===== config.mk =====
export PLATFORM = sky130hd
export DESIGN_NAME = uart_rx_sink
export DESIGN_NICKNAME = d
export VERILOG_FILES = /design/src/rtl/uart_rx_sink_pkg.sv /design/src/rtl/uart_sink_fifo.sv /design/src/rtl/uart_rx_sink.sv
export SDC_FILE = /design/constraint.sdc
export NUM_CORES = 1
export LEC_CHECK = 0
export CAP_MARGIN = 10
export CORE_MARGIN = 1.5
export CORE_UTILIZATION = 31
export CTS_CLUSTER_DIAMETER = 40
export CTS_CLUSTER_SIZE = 30
export DETAILED_ROUTE_END_ITERATION = 10
export HOLD_SLACK_MARGIN = 0.05
export PLACE_DENSITY = 0.42
export SETUP_SLACK_MARGIN = 0.5
export SLEW_MARGIN = 20
export SYNTH_ARGS = -nofsm -noshare
export SYNTH_HDL_FRONTEND = slang
export SYNTH_SLANG_ARGS = --single-unit
export TNS_END_PERCENT = 20

===== constraint.sdc =====
create_clock -name pclk -period 8.3 [get_ports pclk]
set_input_delay 0.83 -clock pclk [delete_from_list [all_inputs] [get_ports pclk]]
set_output_delay 0.83 -clock pclk [all_outputs]
set_load 0.03 [all_outputs]

===== src/rtl/uart_rx_sink_pkg.sv =====
// Shared definitions for the UART receive sink: FSM state encodings,
// default parameter values and a small parity helper.
package uart_rx_sink_pkg;

  // Default pclk cycles per UART bit and default receive FIFO depth.
  localparam int DEFAULT_BAUD_DIV   = 868;
  localparam int DEFAULT_FIFO_DEPTH = 16;

  // Receiver FSM states.
  typedef enum logic [2:0] {
    ST_IDLE   = 3'd0,
    ST_START  = 3'd1,
    ST_DATA   = 3'd2,
    ST_PARITY = 3'd3,
    ST_STOP   = 3'd4
  } rx_state_t;

  // Even parity: data bits plus parity bit must hold an even number of ones.
  function automatic logic even_parity_ok(input logic [7:0] data, input logic par_bit);
    return ((^data) == par_bit);
  endfunction

endpackage


===== src/rtl/uart_sink_fifo.sv =====
// Byte FIFO with first-word-fall-through head register.
// The storage array has no reset and is read through a registered port,
// so rd_data is a register that always holds the current head; it keeps
// its last value while the FIFO is empty.
module uart_sink_fifo
  import uart_rx_sink_pkg::*;
#(
  parameter int DEPTH = DEFAULT_FIFO_DEPTH
) (
  input  logic                     pclk,
  input  logic                     prst,
  input  logic                     wr_en,
  input  logic [7:0]               wr_data,
  input  logic                     rd_en,
  output logic [7:0]               rd_data,
  output logic                     empty,
  output logic                     full,
  output logic [$clog2(DEPTH):0]   count
);

  localparam int AW = $clog2(DEPTH);
  localparam logic [AW:0] FULL_CNT = (AW + 1)'(DEPTH);

  logic [7:0]    mem [DEPTH];
  logic [AW-1:0] wr_ptr_reg;
  logic [AW-1:0] rd_ptr_reg;
  logic [AW-1:0] rd_ptr_next;
  logic [AW:0]   count_reg;
  logic [AW:0]   count_next;
  logic [7:0]    rd_data_reg;
  logic          do_wr;
  logic          do_rd;

  assign empty   = (count_reg == '0);
  assign full    = (count_reg == FULL_CNT);
  assign count   = count_reg;
  assign rd_data = rd_data_reg;

  // A pop on empty is ignored; a push on full is only taken alongside a pop.
  assign do_rd = rd_en && !empty;
  assign do_wr = wr_en && (!full || do_rd);

  // Next read pointer and occupancy; pointers wrap naturally at DEPTH.
  always_comb begin
    rd_ptr_next = do_rd ? rd_ptr_reg + AW'(1) : rd_ptr_reg;
    count_next  = count_reg;
    if (do_wr && !do_rd) begin
      count_next = count_reg + (AW + 1)'(1);
    end else if (!do_wr && do_rd) begin
      count_next = count_reg - (AW + 1)'(1);
    end
  end

  // Storage write port.
  always_ff @(posedge pclk) begin
    if (do_wr) begin
      mem[wr_ptr_reg] <= wr_data;
    end
  end

  // Pointer and occupancy registers.
  always_ff @(posedge pclk) begin
    if (prst) begin
      wr_ptr_reg <= '0;
      rd_ptr_reg <= '0;
      count_reg  <= '0;
    end else begin
      if (do_wr) begin
        wr_ptr_reg <= wr_ptr_reg + AW'(1);
      end
      rd_ptr_reg <= rd_ptr_next;
      count_reg  <= count_next;
    end
  end

  // Head register: fetch the entry at the next read pointer, bypassing the
  // write data when that entry is being written in this same cycle.
  always_ff @(posedge pclk) begin
    if (prst) begin
      rd_data_reg <= '0;
    end else if (count_next != '0) begin
      if (do_wr && (wr_ptr_reg == rd_ptr_next)) begin
        rd_data_reg <= wr_data;
      end else begin
        rd_data_reg <= mem[rd_ptr_next];
      end
    end
  end

endmodule


===== src/rtl/uart_rx_sink.sv =====
// UART receiver feeding a FWFT byte FIFO with CTS flow control.
// Optional feature macro: UART_RX_PARITY_EN adds an even-parity bit between
// the data bits and the stop bit; without it par_err is tied low.
module uart_rx_sink
  import uart_rx_sink_pkg::*;
#(
  parameter int BAUD_DIV   = DEFAULT_BAUD_DIV,
  parameter int FIFO_DEPTH = DEFAULT_FIFO_DEPTH
) (
  input  logic                          pclk,
  input  logic                          prst,
  input  logic                          uart_rx_in,
  output logic                          uart_cts,
  input  logic                          rd_en,
  output logic [7:0]                    rd_data,
  output logic                          fifo_empty,
  output logic                          fifo_full,
  output logic [$clog2(FIFO_DEPTH):0]   fifo_count,
  output logic                          frame_err,
  output logic                          ovf_err,
  output logic                          par_err
);

  localparam int TW = $clog2(BAUD_DIV + 1);
  localparam int CW = $clog2(FIFO_DEPTH) + 1;
  localparam logic [TW-1:0] FULL_BIT  = TW'(BAUD_DIV);
  localparam logic [TW-1:0] HALF_BIT  = TW'(BAUD_DIV / 2);
  localparam logic [CW-1:0] CTS_LIMIT = CW'(FIFO_DEPTH - 2);

  logic          rx_meta_reg;
  logic          rx_sync_reg;
  logic          rx_prev_reg;
  logic          fall_edge;
  rx_state_t     state_reg;
  logic [TW-1:0] timer_reg;
  logic [2:0]    bit_idx_reg;
  logic [7:0]    shift_reg;
  logic          tick;
  logic          par_bad;
  logic          push_req;
  logic          frame_err_reg;
  logic          ovf_err_reg;
  logic          cts_reg;

  // Two-flop synchronizer plus one history flop for falling-edge detection.
  always_ff @(posedge pclk) begin
    if (prst) begin
      rx_meta_reg <= 1'b1;
      rx_sync_reg <= 1'b1;
      rx_prev_reg <= 1'b1;
    end else begin
      rx_meta_reg <= uart_rx_in;
      rx_sync_reg <= rx_meta_reg;
      rx_prev_reg <= rx_sync_reg;
    end
  end

  // Only a genuine high-to-low transition arms the receiver, so after a
  // framing error the line has to go back high before a new frame starts.
  assign fall_edge = rx_prev_reg && !rx_sync_reg;

  // The timer counts down from its load value; a sample point is the cycle
  // where it reads 1, giving exactly load-value cycles between samples.
  assign tick = (timer_reg == TW'(1));

  // A byte is pushed at the stop sample when the stop bit is good and the
  // parity (if present) matched.
  assign push_req = (state_reg == ST_STOP) && tick && rx_sync_reg && !par_bad;

`ifdef UART_RX_PARITY_EN
  logic par_bad_reg;
  logic par_err_reg;

  assign par_bad = par_bad_reg;
  assign par_err = par_err_reg;
`else
  assign par_bad = 1'b0;
  assign par_err = 1'b0;
`endif

  // Receiver FSM: start validation, LSB-first data, optional parity, stop.
  always_ff @(posedge pclk) begin
    if (prst) begin
      state_reg     <= ST_IDLE;
      timer_reg     <= '0;
      bit_idx_reg   <= '0;
      shift_reg     <= '0;
      frame_err_reg <= 1'b0;
`ifdef UART_RX_PARITY_EN
      par_bad_reg   <= 1'b0;
      par_err_reg   <= 1'b0;
`endif
    end else begin
      frame_err_reg <= 1'b0;
`ifdef UART_RX_PARITY_EN
      par_err_reg   <= 1'b0;
`endif
      case (state_reg)
        ST_IDLE: begin
          if (fall_edge) begin
            timer_reg <= HALF_BIT;
            state_reg <= ST_START;
          end
        end
        ST_START: begin
          if (tick) begin
            if (!rx_sync_reg) begin
              timer_reg   <= FULL_BIT;
              bit_idx_reg <= '0;
              state_reg   <= ST_DATA;
            end else begin
              state_reg <= ST_IDLE;
            end
          end else begin
            timer_reg <= timer_reg - TW'(1);
          end
        end
        ST_DATA: begin
          if (tick) begin
            shift_reg   <= {rx_sync_reg, shift_reg[7:1]};
            timer_reg   <= FULL_BIT;
            bit_idx_reg <= bit_idx_reg + 3'd1;
            if (bit_idx_reg == 3'd7) begin
`ifdef UART_RX_PARITY_EN
              state_reg <= ST_PARITY;
`else
              state_reg <= ST_STOP;
`endif
            end
          end else begin
            timer_reg <= timer_reg - TW'(1);
          end
        end
`ifdef UART_RX_PARITY_EN
        ST_PARITY: begin
          if (tick) begin
            par_bad_reg <= !even_parity_ok(shift_reg, rx_sync_reg);
            timer_reg   <= FULL_BIT;
            state_reg   <= ST_STOP;
          end else begin
            timer_reg <= timer_reg - TW'(1);
          end
        end
`endif
        ST_STOP: begin
          if (tick) begin
            frame_err_reg <= !rx_sync_reg;
`ifdef UART_RX_PARITY_EN
            par_err_reg   <= par_bad_reg;
`endif
            state_reg     <= ST_IDLE;
          end else begin
            timer_reg <= timer_reg - TW'(1);
          end
        end
        default: begin
          state_reg <= ST_IDLE;
        end
      endcase
    end
  end

  // Overflow pulse and registered clear-to-send derived from occupancy.
  always_ff @(posedge pclk) begin
    if (prst) begin
      ovf_err_reg <= 1'b0;
      cts_reg     <= 1'b1;
    end else begin
      ovf_err_reg <= push_req && fifo_full && !rd_en;
      cts_reg     <= (fifo_count < CTS_LIMIT);
    end
  end

  assign frame_err = frame_err_reg;
  assign ovf_err   = ovf_err_reg;
  assign uart_cts  = cts_reg;

  uart_sink_fifo #(
    .DEPTH (FIFO_DEPTH)
  ) u_fifo (
    .pclk    (pclk),
    .prst    (prst),
    .wr_en   (push_req),
    .wr_data (shift_reg),
    .rd_en   (rd_en),
    .rd_data (rd_data),
    .empty   (fifo_empty),
    .full    (fifo_full),
    .count   (fifo_count)
  );

endmodule


# Yosys cells after proc, flatten, opt, wreduce, memory -nomap -nowiden
# Memory sizes are Yosys's and may differ from the RTL's. A register that Yosys moved wholly into a read port is not among the register bits.
# Index checks and enable logic that the tools add are counted.
# op_classes
n_addsub	6
order_cmp	1
eq_ne	14
muxes	22
n_bitwise	2
reduce_logical	26
# op_table
operator	count
2-to-1 mux 10 bit	5
case mux 10 bit (4 select lines)	1
2-to-1 mux 3 bit	8
!= test 2 bit, second input constant	7
case mux 3 bit (4 select lines)	1
== test 10 x 1 -> 1 bit, second input constant	1
2-to-1 mux 5 bit	2
subtractor 10 x 1 -> 10 bit, second input constant	1
logical AND 1 bit	9
adder 4 x 1 -> 4 bit, second input constant	2
AND reduction 4 bit	2
== test 3 bit, second input constant	2
logical NOT 1 bit	6
case mux 3 bit (2 select lines)	1
adder 5 x 1 -> 5 bit, second input constant	1
== test 5 bit, second input constant	1
logical NOT 5 bit	1
< comparator 5 x 4 -> 1 bit, second input constant	1
AND reduction 5 bit	1
nonzero test 5 bit	1
subtractor 5 x 1 -> 5 bit, second input constant	1
2-to-1 mux 4 bit	1
nonzero test 4 bit	1
adder 3 x 1 -> 3 bit, second input constant	1
other kinds (11)	13
# word_totals
regBits	43
mem_bits_rw	128
word_cells	85
n_memories	1
# mem_list
memory	words	word_bits	rd	rd_ports_with_merged_regs	wr	line_no	text
u_fifo.mem	16	8	1	1	1	uart_sink_fifo.sv:24	logic [7:0] mem [DEPTH];

# Logic depth before layout (Yosys ltp)
# Gate-level depths: netlist of run 1.
# logic_depth
depth_word	10
ltp_mapped	12
ltp_nobuf	10

# Hierarchy
# Synthesis of run 1 repeated with hierarchy kept, for this count alone.
# unflattened
hier_cells	798
hier_area_um2	9173.8
# modules_own_cells
mod	n_inst	cells_each	area_per_inst_um2
uart_sink_fifo	1	627	7629.8
uart_rx_sink	1	171	1544.0

# Worst setup path before layout of run 1
# OpenSTA, ideal clock, no wires.
# synth_timing
kind	register to register
start	reg u_fifo.count_reg[0], in the netlist u_fifo.count[0]
end	reg u_fifo.rd_data_reg[0], in the netlist u_fifo.rd_data[0], read port of u_fifo.mem
arrival_ps	3157
required_ps	8209
path_slack_ps	5052
stages_incl_launch_ff	13
path_buffers	2
cell_sequence	dfxtp_1 inv_1 ha_1 or4b_4 buf_6 clkinv_2 or3_1 nand2_1 buf_1 mux2_2 a22oi_1 nand3b_1 a311oi_1
# synth_via
elab_chain_len	10
word_cells_on_any_way	17
cone_classes	add/sub (2); eq/ne (1); mux (3); reduce/logical (11)
# synth_lines
element	line_no	text
start: declaration	uart_sink_fifo.sv:28	logic [AW:0] count_reg;
start signal: assignment	uart_sink_fifo.sv:72	count_reg <= count_next;
logical NOT 5 bit *	uart_sink_fifo.sv:34	assign empty = (count_reg == '0);
via fifo_empty	uart_rx_sink.sv:16	output logic fifo_empty,
logical NOT 1 bit *	uart_sink_fifo.sv:40	assign do_rd = rd_en && !empty;
logical AND 1 bit *	uart_sink_fifo.sv:40	
logical OR 1 bit	uart_sink_fifo.sv:41	assign do_wr = wr_en && (!full || do_rd);
logical AND 1 bit	uart_sink_fifo.sv:41	
logical NOT 1 bit	uart_sink_fifo.sv:49	end else if (!do_wr && do_rd) begin
logical AND 1 bit	uart_sink_fifo.sv:49	
2-to-1 mux 5 bit	uart_sink_fifo.sv:49	
2-to-1 mux 5 bit	uart_sink_fifo.sv:47	if (do_wr && !do_rd) begin
nonzero test 5 bit	uart_sink_fifo.sv:81	end else if (count_next != '0) begin
end: declaration	uart_sink_fifo.sv:30	logic [7:0] rd_data_reg;
# The timed path passes the listed nets; every way through them passes the cells marked *.
# A chain may end at the register's enable or synchronous reset.

# Worst setup path after layout of run 1
# layout_timing
start	in rd_en
end	reg u_fifo.rd_data_reg[2], in the netlist u_fifo.rd_data[2], read port of u_fifo.mem
# layout_via
elab_chain_len	8
word_cells_on_any_way	11
cone_classes	mux (3); reduce/logical (8)
# layout_lines
element	line_no	text
start: declaration	uart_rx_sink.sv:14	input logic rd_en,
logical AND 1 bit *	uart_sink_fifo.sv:40	
logical OR 1 bit	uart_sink_fifo.sv:41	
logical AND 1 bit	uart_sink_fifo.sv:41	
logical NOT 1 bit	uart_sink_fifo.sv:49	
logical AND 1 bit	uart_sink_fifo.sv:49	
2-to-1 mux 5 bit	uart_sink_fifo.sv:49	
2-to-1 mux 5 bit	uart_sink_fifo.sv:47	
nonzero test 5 bit	uart_sink_fifo.sv:81	
# Mark *: on every way between the ends. The rest lies on a longest branch, timed or not.

==> results of run 1 <==
==> layout make-up <==
cell class / count / area (um2) / area share, %
clock inverters: 13 / 146.4 / 1.492
inverters: 13 / 50.05 / 0.5099
well taps: 372 / 465.4 / 4.742
repair buffers: 30 / 276.5 / 2.817
clock buffers: 19 / 442.9 / 4.513
multi-input cells: 433 / 3563 / 36.31
flip-flops and latches: 179 / 4870 / 49.62
==> cell usage after synthesis (all sizes together), types with 9 or more instances <==
master  count
a311oi     14
clkbuf     23
mux4       44
edfxtp    128
a22oi      13
or3         9
nor3       21
inv        12
mux2       11
a211oi     17
buf        15
and3       22
nand2      55
a21oi      30
mux2i      26
ha         12
nor2       55
o21ai      19
dfxtp      51
==> report_power, final <==
part	switching (mW)	total, mW	internal (mW)
logic	0.593	1.01	0.419
registers	0.0423	1.02	0.981
clock network	0.360	0.817	0.457
total	0.996	2.85	1.86
==> logic make-up after synthesis <==
logic type	after synthesis	share of synthesized area (%)
muxes	81	15.90
buffers and inverters	51	2.705
DFF	179	56.24
and+or+nand+nor	206	11.93
other	1	0.04335
AOI/OAI and AO/OA	124	10.05
xor gates and xnor gates	9	1.389
adders and majority gates	12	1.736
==> layer usage <==
| layer | vias up | routed length [um] | track usage [%] |
|---|---|---|---|
| li1 | 2639 | - | - |
| met1 | 2935 | 10800 | 23.03 |
| met2 | 113 | 11070 | 26.62 |
| met3 | 14 | 877 | 3.372 |
| met4 | 0 | 167 | 3.270 |
| met5 | - | 0 | 0 |
==> path summary, 6_finish.rpt <==
kind,from,endpoint,depth (start not counted)
worst max-delay path,rd_en,u_fifo.rd_data[2]$_SDFFE_PP0P_,8
worst min-delay path,rx_meta_reg$_SDFF_PP1_,rx_sync_reg$_SDFF_PP1_,1
worst max register to register,u_fifo.count[0]$_SDFF_PP0_,u_fifo.rd_data[2]$_SDFFE_PP0P_,10
worst min register to register,rx_meta_reg$_SDFF_PP1_,rx_sync_reg$_SDFF_PP1_,1
==> cell usage in the layout (no fill, tap or decap), types with 3 or more instances in the layout <==
master	instances
a311oi_1	14
nand3_1	4
nand3b_1	5
and3_1	21
or3_1	9
nor3_1	20
mux2_2	11
xnor2_1	5
a21oi_1	30
inv_6	4
dfxtp_1	49
a211oi_1	17
mux2i_1	26
o311ai_0	5
or2_2	6
nor3b_1	5
xnor3_1	3
clkdlybuf4s50_1	20
a221oi_1	3
mux4_2	44
nand2b_1	4
nor2_1	55
clkinvlp_4	3
buf_4	8
clkbuf_16	17
o21ai_0	19
nand2_1	55
inv_1	12
a22oi_1	13
edfxtp_1	128
ha_1	12
nand4_1	6
==> per-stage QoR <==
step                      util, %  total power, mW  setup slack (ns)
after floorplan                 -            1.754             5.052
after global placement      33.89            2.071             4.163
after detailed placement    33.90            2.062             4.201
after CTS                   36.07            2.877             4.605
after global routing        36.11            2.988             4.354
final                       36.11            2.852             4.607
==> results.sh, run 1 <==
export IMPL_h_tree_depth=4
export IMPL_peakVddDrop_mv=0.1430
export IMPL_postLayoutCellArea_um2=9814
export IMPL_tritoncts="yes"
export IMPL_clk_latency_ns=0.43
export IMPL_grt_pass1_wl_mm=34.70
export IMPL_synth_largest_area_cell="edfxtp_1"
export IMPL_dieArea_um2=28910
export IMPL_crit_chain="clkdlybuf4s50_1 > inv_1 > nor2_1 > xnor3_1 > a2111oi_2 > and2b_2 > nand2_1 > a311oi_1"
export IMPL_post_drt_wl_per_cell_um=21.64
export IMPL_drv_cap=0
export IMPL_largest_reg_flops=128
export IMPL_critPathArrivalTime_ns=4.02
export IMPL_drc_errors=0
export IMPL_dp_cells=1027
export IMPL_critPathBufInv=2
export IMPL_grtUsageTotal_pct=16.50
export IMPL_fill_cells=2651
export IMPL_run_status="finished, final reports clean"
export IMPL_die_x_um=170.0
export IMPL_drtAntennaViolNets=0
export IMPL_ys_seq_area_share_pct=56.24
export IMPL_startpoint_type="input pin"
export IMPL_crit_path_end_kind="register"
export IMPL_ys_seq_elements=179
export IMPL_hp_class="register to register"
export IMPL_hold_violations=0
export IMPL_period_share_pct=44.50
export IMPL_finalSetupViolations=0
export IMPL_dp_hpwl_mm=15.55
export IMPL_die_y_um=170.0
export IMPL_cp_data_required_time_ns=8.62
export IMPL_diodes=0
export IMPL_synth_edf_count=128
export IMPL_drt_iter0_markers=487
export IMPL_post_cts_repair_setup_buffers=0
export IMPL_ys_types=65
export IMPL_slowest_delay_ns=0.77
export IMPL_power_density_nw_per_um2=290.6
export IMPL_vias=5701
export IMPL_cp_top_family="simple AND/OR/NAND/NOR gates"
export IMPL_placementRows=60
export IMPL_synth_async_reset_ratio_pct=0
export IMPL_cts_resized=0
export IMPL_cts_hold_buf=0
export IMPL_wirelength_mm=22.92
export IMPL_placed_area_um2=9214
export IMPL_viasPerCell=5.383
export IMPL_grt_start_max_net_pins=69
export IMPL_core_region_area_um2=27180
export IMPL_nets=690
export IMPL_clock_skew_ns=0.01547
export IMPL_cts_buffers=17
export IMPL_syn_area_per_cell_um2=13.05
export IMPL_crit_fanout=14
export IMPL_gp_congestion=0.8245
export IMPL_syn2layout_area_growth_pct=13.47
export IMPL_tightest_slew_ns=1.125
export IMPL_initial_core_util_pct=31.83
export IMPL_fmax_mhz=270.8
export IMPL_cts_max_path_buffers=2
export IMPL_relSlewSlack_pct=24.42
export IMPL_grt_antenna_before_repair=0
export IMPL_rsz0062_at_grt="no"
export IMPL_synth_area_leaders="edfxtp_1 (44%), dfxtp_1 (12%), mux4_2 (11%), mux2i_1 (3.0%), nand2_1 (2.4%)"
export IMPL_reg2reg_slack_ns=4.64
export IMPL_ys_warn_count=0
export IMPL_syn_nets=679
export IMPL_slowest_stage="clkdlybuf4s50_1"
export IMPL_holdWs_ns=0.4116
export IMPL_synth_area_um2=8650
export IMPL_layout_drive_gt1_share_pct=16.74
export IMPL_ys_flop_type="edfxtp_1"
export IMPL_overflow=0
export IMPL_fin_cells=1059
export IMPL_place_port_buffers=21
export IMPL_root_buffer="clkbuf_16"
export IMPL_period_minus_slack_ns=3.693
export IMPL_leakagePower_nw=3.191
export IMPL_setup_tns_ns=0
export IMPL_critPathKind="input pin to register"
export IMPL_synth_cells=663
export IMPL_grt_pass1_vias=5505
export IMPL_cts_sinks=179
export IMPL_synth_top_area_share_pct=44.44
export IMPL_firstDrtPassIters=5
export IMPL_ios=23
export IMPL_clk_pin_slew_ns=0.07
export IMPL_slew_violations=0
Power figures use the tool's default switching activity.
==> run 2: changes to the inputs <==
--- a/config.mk
+++ b/config.mk
@@ -12,7 +12,7 @@
 export CTS_CLUSTER_SIZE = 30
 export DETAILED_ROUTE_END_ITERATION = 10
 export HOLD_SLACK_MARGIN = 0.05
-export PLACE_DENSITY = 0.42
+export PLACE_DENSITY = 0.43
 export SETUP_SLACK_MARGIN = 0.5
 export SLEW_MARGIN = 20
 export SYNTH_ARGS = -nofsm -noshare
==> constraint.sdc (replaced) <==
create_clock -name pclk -period 3.3 [get_ports pclk]
set_input_delay 0.33 -clock pclk [delete_from_list [all_inputs] [get_ports pclk]]
set_output_delay 0.33 -clock pclk [all_outputs]
set_load 0.03 [all_outputs]
==> run 2 against run 1 <==
Clock skew is 0.0024 ns lower. Design area grew 6.3%. Critical path depth grew 4. Sequential share of layout area fell by 2.8 points. Non-clock buffer count increased by 46. Wire length up 3.0%. Register-to-register slack lost 4.2 ns. Final cell count grew 4.5%. Critical path type is now register to register. First-iteration DRC count is 3.1% lower.
==> results.sh, run 2 (synthesized netlist as in run 1, its figures left out) <==
export IMPL_run_status="finished, final reports clean"
export IMPL_whs_path_depth=3
export IMPL_slowest_delay_ns=0.58
export IMPL_cts_max_path_buffers=2
export IMPL_drt_iter0_markers=472
export IMPL_crit_chain="inv_4 > ha_4 > or4b_4 > and3_4 > buf_6 > o21ai_4 > a2111oi_4 > buf_4 > and2b_4 > buf_6 > or3_4 > a32o_1"
export IMPL_die_y_um=170.0
export IMPL_clock_power_share_pct=26.6
export IMPL_drv_cap=0
export IMPL_swShare_pct=36.07
export IMPL_p_int_mw=4.870
export IMPL_slowest_stage="or4b_4"
export IMPL_h_tree_depth=4
export IMPL_initial_core_util_pct=31.83
export IMPL_vias=5931
export IMPL_firstDrtPassIters=5
export IMPL_hp_class="input pin to register"
export IMPL_diodes=0
export IMPL_power_frac_seq_pct=34.1
export IMPL_root_buffer="clkbuf_16"
export IMPL_hold_violations=0
export IMPL_postLayoutCellArea_um2=10430
export IMPL_wirelength_mm=23.60
export IMPL_cts_buffers=17
export IMPL_drc_errors=0
export IMPL_tritoncts="yes"
export IMPL_crit_fanout=7
export IMPL_slew_violations=0
export IMPL_leakagePower_nw=3.472
export IMPL_drtAntennaViolNets=0
export IMPL_path_common_cell="buf_6"
export IMPL_tightest_slew_ns=1.071
export IMPL_critPathKind="register to register"
export IMPL_pwr_share_comb_pct=39.3
export IMPL_die_x_um=170.0
export IMPL_power_density_nw_per_um2=730.4
export IMPL_placed_area_um2=9480
export IMPL_mostFrequentLayoutCell="edfxtp_1"
export IMPL_period_minus_slack_ns=2.888
export IMPL_reg2reg_depth=12
export IMPL_overflow=0
export IMPL_finalSetupViolations=0
export IMPL_hp_start="prst"
export IMPL_setup_ws_ns=0.4125
export IMPL_layout_drive_gt1_share_pct=27.21
export IMPL_largest_reg_flops=128
export IMPL_fill_cells=2612
export IMPL_post_drt_wl_per_cell_um=21.32
export IMPL_clk_latency_ns=0.44
export IMPL_place_port_buffers=21
export IMPL_place_ws_ns=-0.002782
export IMPL_final_cell_mix="edfxtp_1 (128), nor2_1 (52), nand2_1 (51), buf_4 (51), dfxtp_1 (45)"
export IMPL_grt_pass1_vias=6079
export IMPL_rr_endpoint="u_fifo.rd_data[4]$_SDFFE_PP0P_"
export IMPL_power_mw=7.617
export IMPL_nets=738
export IMPL_p_sw_mw=2.747
export IMPL_peakVddDrop_mv=0.3203
export IMPL_dp_cells=1054
export IMPL_clk_pin_slew_ns=0.07
export IMPL_placementRows=60
export IMPL_gp_congestion=0.8139
export IMPL_grt_start_max_net_pins=49
export IMPL_fin_cells=1107
export IMPL_ios=23
export IMPL_cts_sinks=179
export IMPL_relSlewSlack_pct=28.47
export IMPL_grt_pass1_wl_mm=36.39
export IMPL_hold_end="uart_cts$_SDFF_PP1_"
export IMPL_cp_data_required_time_ns=3.63
export IMPL_critPathArrivalTime_ns=3.22
export IMPL_cts_hold_buf=0
export IMPL_grtUsageTotal_pct=17.12
export IMPL_worstReg2RegStart="u_fifo.count[1]$_SDFF_PP0_"
export IMPL_syn2layout_area_growth_pct=20.57
export IMPL_startpoint="u_fifo.count[1]$_SDFF_PP0_"
export IMPL_clock_skew_ns=0.01304
export IMPL_fmax_mhz=346.3
export IMPL_core_region_area_um2=27180
export IMPL_period_share_pct=87.50
export IMPL_reg2reg_slack_ns=0.41
export IMPL_grt_antenna_before_repair=0
export IMPL_dieArea_um2=28910
export IMPL_viasPerCell=5.358
export IMPL_startpoint_type="register"
export IMPL_rsz0062_at_grt="yes"
export IMPL_dp_hpwl_mm=16.09
export IMPL_crit_path_end_kind="register"
## run 2: cell count changes in the layout (fill, tap and decap cells not counted), moves of 4 or more
cell,previous run,this run
buf_4,8,51
or3_1,9,4
or3_4,0,5
nand2_1,55,51
dfxtp_1,49,45
## run 2: worst max-delay path by stage
stage | endpoint | slack, ns | cells after the start
finish | u_fifo.rd_data[4]$_SDFFE_PP0P_ | 0.41 | 12
global route | u_fifo.rd_data[6]$_SDFFE_PP0P_ | 0.34 | 11
CTS | u_fifo.rd_data[6]$_SDFFE_PP0P_ | 0.37 | 10
detailed placement | u_fifo.rd_data[4]$_SDFFE_PP0P_ | -0.003 | 8
global placement | u_fifo.rd_data[1]$_SDFFE_PP0P_ | 0.08 | 8
floorplan | u_fifo.rd_data[2]$_SDFFE_PP0P_ | 0.44 | 12
## run 2: power groups by stage
stage	Combinational [mW]	Sequential (mW)	Clock (mW)
floorplan	1.77	2.72	0
global placement	2.61	2.65	0
detailed placement	2.64	2.65	0
CTS	2.75	2.59	2.07
global route	3.21	2.61	2.17
finish	2.99	2.60	2.03
## run 2: routing by layer
| metal | GRT usage, % | part of all wire (%) | wire length, um | vias to the layer above |
|---|---|---|---|---|
| li1 | - | - | - | 2728 |
| met1 | 23.20 | 46 | 10770 | 3030 |
| met2 | 28.19 | 49 | 11470 | 156 |
| met3 | 3.186 | 4.4 | 1041 | 17 |
| met4 | 4.425 | 1.3 | 308 | 0 |
| met5 | 0 | 0 | 0 | - |
## run 2: per-stage QoR
| stage | util (%) | hold slack, ns | setup TNS, ns |
|---|---|---|---|
| 6_report | 38.37 | 0.2875 | 0 |
| 4_1_cts | 37.55 | 0.2561 | 0 |
| 5_1_grt | 38.37 | 0.2897 | 0 |
| 2_1_floorplan | - | 0.3895 | 0 |
| 3_3_place_gp | 34.88 | 0.4019 | 0 |
| 3_5_place_dp | 34.88 | 0.3953 | -0.002782 |
## run 2: repair_timing
| action | in CTS | in global routing |
|---|---|---|
| pin swaps | 3 | 14 |
| buffers inserted | 12 | 7 |
| setup endpoints to repair | 8 | 10 |
| gates resized for setup | 9 | 36 |
| cloned | 1 | 1 |
## run 2: cell type report
type	instances	area, um2	share of cell area, %
sequential	179	4880	46.79
multi-input combinational	434	3787	36.32
timing repair buffer	76	633.1	6.071
tap	372	465.4	4.463
clock buffer	17	425.4	4.079
clock inverter	15	162.7	1.560
inverter	13	66.31	0.6359
timing repair inverter	1	8.758	0.08398
## run 2: worst max-delay path: cells and delay by family, from the launching register on
kind	cells	cell delay (ns)
and+or+nand+nor	4	1.40
adders and majority gates	1	0.13
buffers and inverters	4	0.47
AOI/OAI and AO/OA	3	0.41
DFF	1	0.36
==> RTL edit 1: new RTL, settings of run 2 <==
The package constant `DEFAULT_BAUD_DIV` goes from 868 to 217.
--- a/src/rtl/uart_rx_sink_pkg.sv
+++ b/src/rtl/uart_rx_sink_pkg.sv
@@ -3,7 +3,7 @@
 package uart_rx_sink_pkg;
 
   // Default pclk cycles per UART bit and default receive FIFO depth.
-  localparam int DEFAULT_BAUD_DIV   = 868;
+  localparam int DEFAULT_BAUD_DIV   = 217;
   localparam int DEFAULT_FIFO_DEPTH = 16;
 
   // Receiver FSM states.
Function: no difference found for any inputs over 10 cycles, from zero or initial values and one cycle with prst high; that may be too few to reach the edited logic, so the function may still have changed.
==> RTL edit 1 against run 2 <==
  * Sequential share of layout area grew 1.4 points
  * Routed wire length decreased by 4.3%
  * Combinational power fell by 4%
  * Largest cell class unchanged
  * Synthesized cell count decreased by 2.1%
  * Cell area decreased by 3.8%
  * Die area decreased by 0.73%
  * Critical endpoint is now u_fifo.rd_data[2]
  * Area after synthesis decreased by 0.74%
  * Global-route usage decreased by 0.69 points
  * Power fell by 2.3%
  * Hold slack gained 120 ps
  * Setup slack got worse by 39 ps
  * Sequential cell count shrank 2
  * Highest routed layer unchanged
  * Critical path type unchanged
==> RTL edit 1: results (changes against run 2) <==
The share of post-route cells with drive strength above 1 came out at 0.247 (was 0.272). The number of library cell types mapped by synthesis came out at 54 (was 65). The slowest cell on the critical path is sky130_fd_sc_hd__or4b_4 (unchanged).

The placer congestion estimate is 0.866 (was 0.814). The half-perimeter wire length after placement came out at 15800 µm (was 16100 µm). The worst min-delay path class is reg2reg (was in2reg). The combined global-route utilization of all metal layers came to 0.164 (was 0.171). The post-route clock period utilization was 0.887 (was 0.875). The sequential area share after synthesis is 0.562 (about the same). The register ranked first by flip-flop count is u_fifo.mem. The average routed wire per standard cell was 21.1 µm (was 21.3 µm). The routed via count came out at 5590 (was 5931). The largest fanout on the critical path is 8 (was 7). The net count of the finished layout is 699 (was 738). The setup slack on the worst flop-to-flop path came out at 370 ps (was 410 ps).

The maximum vdd drop is 0.000403 V (was 0.000320 V). The number of global-route vias before repair is 5468 (was 6079). The worst slew margin relative to its limit came out at 0.344 (was 0.285).

The insertion delay of the later-clocked pin in the worst-skew pair came out at 430 ps. The post-placement worst setup slack came out at 311 ps (was -2.78 ps). The net count after synthesis is 664 (was 679). The data arrival time of the worst path is 3200 ps (was 3220 ps). Top area cells in the synthesized netlist: sky130_fd_sc_hd__edfxtp_1 45%, sky130_fd_sc_hd__mux4_2 15%, sky130_fd_sc_hd__dfxtp_1 11% (was sky130_fd_sc_hd__edfxtp_1 44%, sky130_fd_sc_hd__dfxtp_1 12%, sky130_fd_sc_hd__mux4_2 11%).

The reported leakage power is 0.00325 µW (was 0.00347 µW). The final setup skew is 12.7 ps (was 13.0 ps). The final cell count without fillers came out at 1069 (was 1107). The number of inserted filler cells in the final layout is 2565 (was 2612).

The first-iteration detailed-routing DRC count came out at 503 (was 472). The synthesis warning total came out at 0 (unchanged). The number of cells after detailed placement is 1031 (was 1054). The post-synthesis area per instance is 13.2 µm² (was 13.0 µm²). Status: complete, no violations (unchanged). The placement-stage cell area came out at 0.00937 mm² (was 0.00948 mm²). The internal power component is 4840 µW (was 4870 µW).
## RTL edit 1: path summary, 6_finish.rpt
kind | from | to | depth (start not counted)
worst min-delay path | rx_meta_reg | rx_sync_reg | 1
worst max-delay path | u_fifo.count[1] | u_fifo.rd_data[2] | 11
worst min register to register | rx_meta_reg | rx_sync_reg | 1
worst max register to register | u_fifo.count[1] | u_fifo.rd_data[2] | 11
## RTL edit 1: timing repair
| action | 4_1_cts | 5_1_grt |
|---|---|---|
| resized for setup | 5 | 4 |
| hold buffers | 0 | 0 |
| endpoints found under the setup margin | 71 | 9 |
| setup buffers | 1 | 4 |
| cloned | 0 | 1 |
| pin swaps | 0 | 3 |
## RTL edit 1: critical path: cells and delay by family (launching register included)
kind	cells	cell delay, ps
flops	1	360
buf+inv	3	400
fa+ha+maj	1	140
compound gates	2	140
simple gates	5	1720
## RTL edit 1: area by class of cell
| type | instances | area share |
|---|---|---|
| clock inverter | 13 | 0.0147 |
| multi-input combinational | 414 | 0.355 |
| timing repair buffer | 62 | 0.0516 |
| sequential | 177 | 0.482 |
| inverter | 12 | 0.00624 |
| clock buffer | 19 | 0.0432 |
| tap | 372 | 0.0464 |
## RTL edit 1: power by group through the flow
stage	Clock, µW	Combinational [µW]	Sequential, µW
2_1_floorplan	0	1910	2700
3_3_place_gp	0	2760	2630
3_5_place_dp	0	2760	2640
4_1_cts	2070	2800	2590
5_1_grt	2160	3110	2600
6_report	2010	2860	2580
## RTL edit 1: logic make-up (layout without fill, tap and decap cells)
family / after synthesis / in the layout / share of synthesized area
AND/OR/NAND/NOR: 215 / 215 / 0.126
XOR/XNOR: 12 / 12 / 0.0122
adder cells (fa/ha/maj): 11 / 11 / 0.0160
flip-flops: 177 / 177 / 0.562
buffers and inverters: 58 / 106 / 0.0309
other: 1 / 1 / 0.000437
AO/OA/AOI/OAI: 93 / 93 / 0.0727
multiplexers: 82 / 82 / 0.180
## RTL edit 1: metrics by stage
step / util / hold slack, ps / power (µW)
floorplan: - / 389 / 4600
global placement: 0.345 / 396 / 5400
detailed placement: 0.346 / 393 / 5400
CTS: 0.368 / 411 / 7460
global route: 0.370 / 423 / 7860
finish: 0.370 / 409 / 7440
## RTL edit 1: layer usage
| metal | GRT usage | part of all wire | wire [µm] |
|---|---|---|---|
| met1 | 0.239 | 0.49 | 11100 |
| met3 | 0.0259 | 0.040 | 899 |
| met5 | 0 | 0 | 0 |
| met4 | 0.0358 | 0.0088 | 198 |
| met2 | 0.259 | 0.46 | 10400 |
==> RTL edit 2: new RTL, settings of run 2 <==
Made on the original files. Make the reset (`prst`) asynchronous in 5 clocked blocks.
--- a/src/rtl/uart_sink_fifo.sv
+++ b/src/rtl/uart_sink_fifo.sv
@@ -59,7 +59,7 @@
   end
 
   // Pointer and occupancy registers.
-  always_ff @(posedge pclk) begin
+  always_ff @(posedge pclk or posedge prst) begin
     if (prst) begin
       wr_ptr_reg <= '0;
       rd_ptr_reg <= '0;
@@ -75,7 +75,7 @@
 
   // Head register: fetch the entry at the next read pointer, bypassing the
   // write data when that entry is being written in this same cycle.
-  always_ff @(posedge pclk) begin
+  always_ff @(posedge pclk or posedge prst) begin
     if (prst) begin
       rd_data_reg <= '0;
     end else if (count_next != '0) begin
--- a/src/rtl/uart_rx_sink.sv
+++ b/src/rtl/uart_rx_sink.sv
@@ -43,7 +43,7 @@
   logic          cts_reg;
 
   // Two-flop synchronizer plus one history flop for falling-edge detection.
-  always_ff @(posedge pclk) begin
+  always_ff @(posedge pclk or posedge prst) begin
     if (prst) begin
       rx_meta_reg <= 1'b1;
       rx_sync_reg <= 1'b1;
@@ -79,7 +79,7 @@
 `endif
 
   // Receiver FSM: start validation, LSB-first data, optional parity, stop.
-  always_ff @(posedge pclk) begin
+  always_ff @(posedge pclk or posedge prst) begin
     if (prst) begin
       state_reg     <= ST_IDLE;
       timer_reg     <= '0;
@@ -161,7 +161,7 @@
   end
 
   // Overflow pulse and registered clear-to-send derived from occupancy.
-  always_ff @(posedge pclk) begin
+  always_ff @(posedge pclk or posedge prst) begin
     if (prst) begin
       ovf_err_reg <= 1'b0;
       cts_reg     <= 1'b1;
Formal check against the unedited RTL: no difference found for any inputs over 10 cycles, from zero or initial values and one cycle with prst high; that may be too few to reach the edited logic, so the function may still have changed.
==> RTL edit 2 against run 2 <==
  * Routed wire length fell by 14%
  * Sequential power rose by 4%
  * Setup slack got worse by 100 ps
  * Core utilization rose by 0.51 points
  * Largest power group unchanged
  * Area after synthesis fell by 7.2%
  * Sequential cell count did not move
  * Power rose by 5.0%
  * Cell area fell by 5.8%
  * Highest routed layer unchanged
  * Critical path depth did not move
==> RTL edit 2: results (changes against run 2) <==
The maximum number of pins on one net before global-route repair is 32 (was 49). The number of cells after detailed placement came out at 966 (was 1054). The dominant delay contributor by cell family on the critical path is compound AO/OA/AOI/OAI gates (was simple AND/OR/NAND/NOR gates). The met2 demand-to-capacity share in global routing is 0.263 (was 0.282). The multiplexer share of the synthesized area came out at 0.0616 (was 0.159).

The final core utilization came out at 0.389 (was 0.384). The synthesized-area fraction occupied by xor and xnor cells is 0.0198 (was 0.0139). The share of post-route cells with drive strength above 1 came out at 0.244 (was 0.272).

The number of vias per cell is 5.21 (was 5.36). Top area cells in the synthesized netlist: sky130_fd_sc_hd__edfxtp_1 48%, sky130_fd_sc_hd__dfrtp_1 15%, sky130_fd_sc_hd__mux2i_1 2.7% (was sky130_fd_sc_hd__edfxtp_1 44%, sky130_fd_sc_hd__dfxtp_1 12%, sky130_fd_sc_hd__mux4_2 11%). The capturing point of the worst reg2reg path was u_fifo.rd_data[3] (was u_fifo.rd_data[4]). The reg-to-reg startpoint is u_fifo.count[1] (unchanged). The sequential area share after synthesis came out at 0.639 (was 0.562).

The net count of the finished layout is 688 (was 738). The placement-stage cell area came out at 0.00885 mm² (was 0.00948 mm²). The worst min-delay path class was in2async (was in2reg).

The first-pass iteration count of the detailed router was 4 (was 5). The data arrival time of the worst path was 3290 ps (was 3220 ps). The compound-cell area share of the yosys netlist came out at 0.118 (was 0.101).

The setup slack on the worst flop-to-flop path is 310 ps (was 410 ps). The post-synthesis adder-cell area fraction was 0.0187 (was 0.0174). The met3 usage in global routing came out at 0.0255 (was 0.0319).

The reported leakage power came out at 0.00379 µW (was 0.00347 µW). Status: complete, no violations (unchanged). The net count after synthesis is 621 (was 679).
[RTL edit 2: changes by cell type in the layout (fill, tap and decap cells not counted), moves of 12 or more]
cell                       before  now
sky130_fd_sc_hd__and3_1        21    2
sky130_fd_sc_hd__mux4_2        44    6
sky130_fd_sc_hd__nand2_1       51   36
sky130_fd_sc_hd__dfrtp_1        0   45
sky130_fd_sc_hd__dfxtp_1       45    0
sky130_fd_sc_hd__o22ai_1        0   14
sky130_fd_sc_hd__a311oi_1      12    0
[RTL edit 2: worst max path at each step]
stage	from	end	slack, ps	depth (start not counted)
2_1_floorplan	u_fifo.count[1]	u_fifo.rd_data[3]	170	14
3_3_place_gp	u_fifo.count[1]	u_fifo.rd_data[4]	180	11
3_5_place_dp	u_fifo.count[1]	u_fifo.rd_data[6]	90	12
4_1_cts	u_fifo.count[1]	u_fifo.rd_data[3]	300	11
5_1_grt	u_fifo.count[0]	u_fifo.rd_data[5]	190	12
6_report	u_fifo.count[1]	u_fifo.rd_data[3]	310	12
[RTL edit 2: what timing repair did]
item,CTS,global route
setup buffers,7,8
gates cloned,1,1
hold buffers,0,0
resized for setup,11,30
pin swaps,3,11
setup endpoints to repair,8,9
[RTL edit 2: layout make-up]
cell class	count	share of cell area
Sequential cell	179	0.522
Clock inverter	12	0.0148
Timing Repair Buffer	80	0.0784
Tap cell	330	0.0420
Inverter	17	0.00726
Multi-Input combinational cell	377	0.290
Clock buffer	20	0.0455
[RTL edit 2: power by group]
| part | internal (µW) | total, µW | switching (µW) |
|---|---|---|---|
| Clock | 1150 | 2040 | 882 |
| Combinational | 1410 | 3240 | 1840 |
| Sequential | 2560 | 2710 | 156 |
| Total | 5120 | 8000 | 2870 |
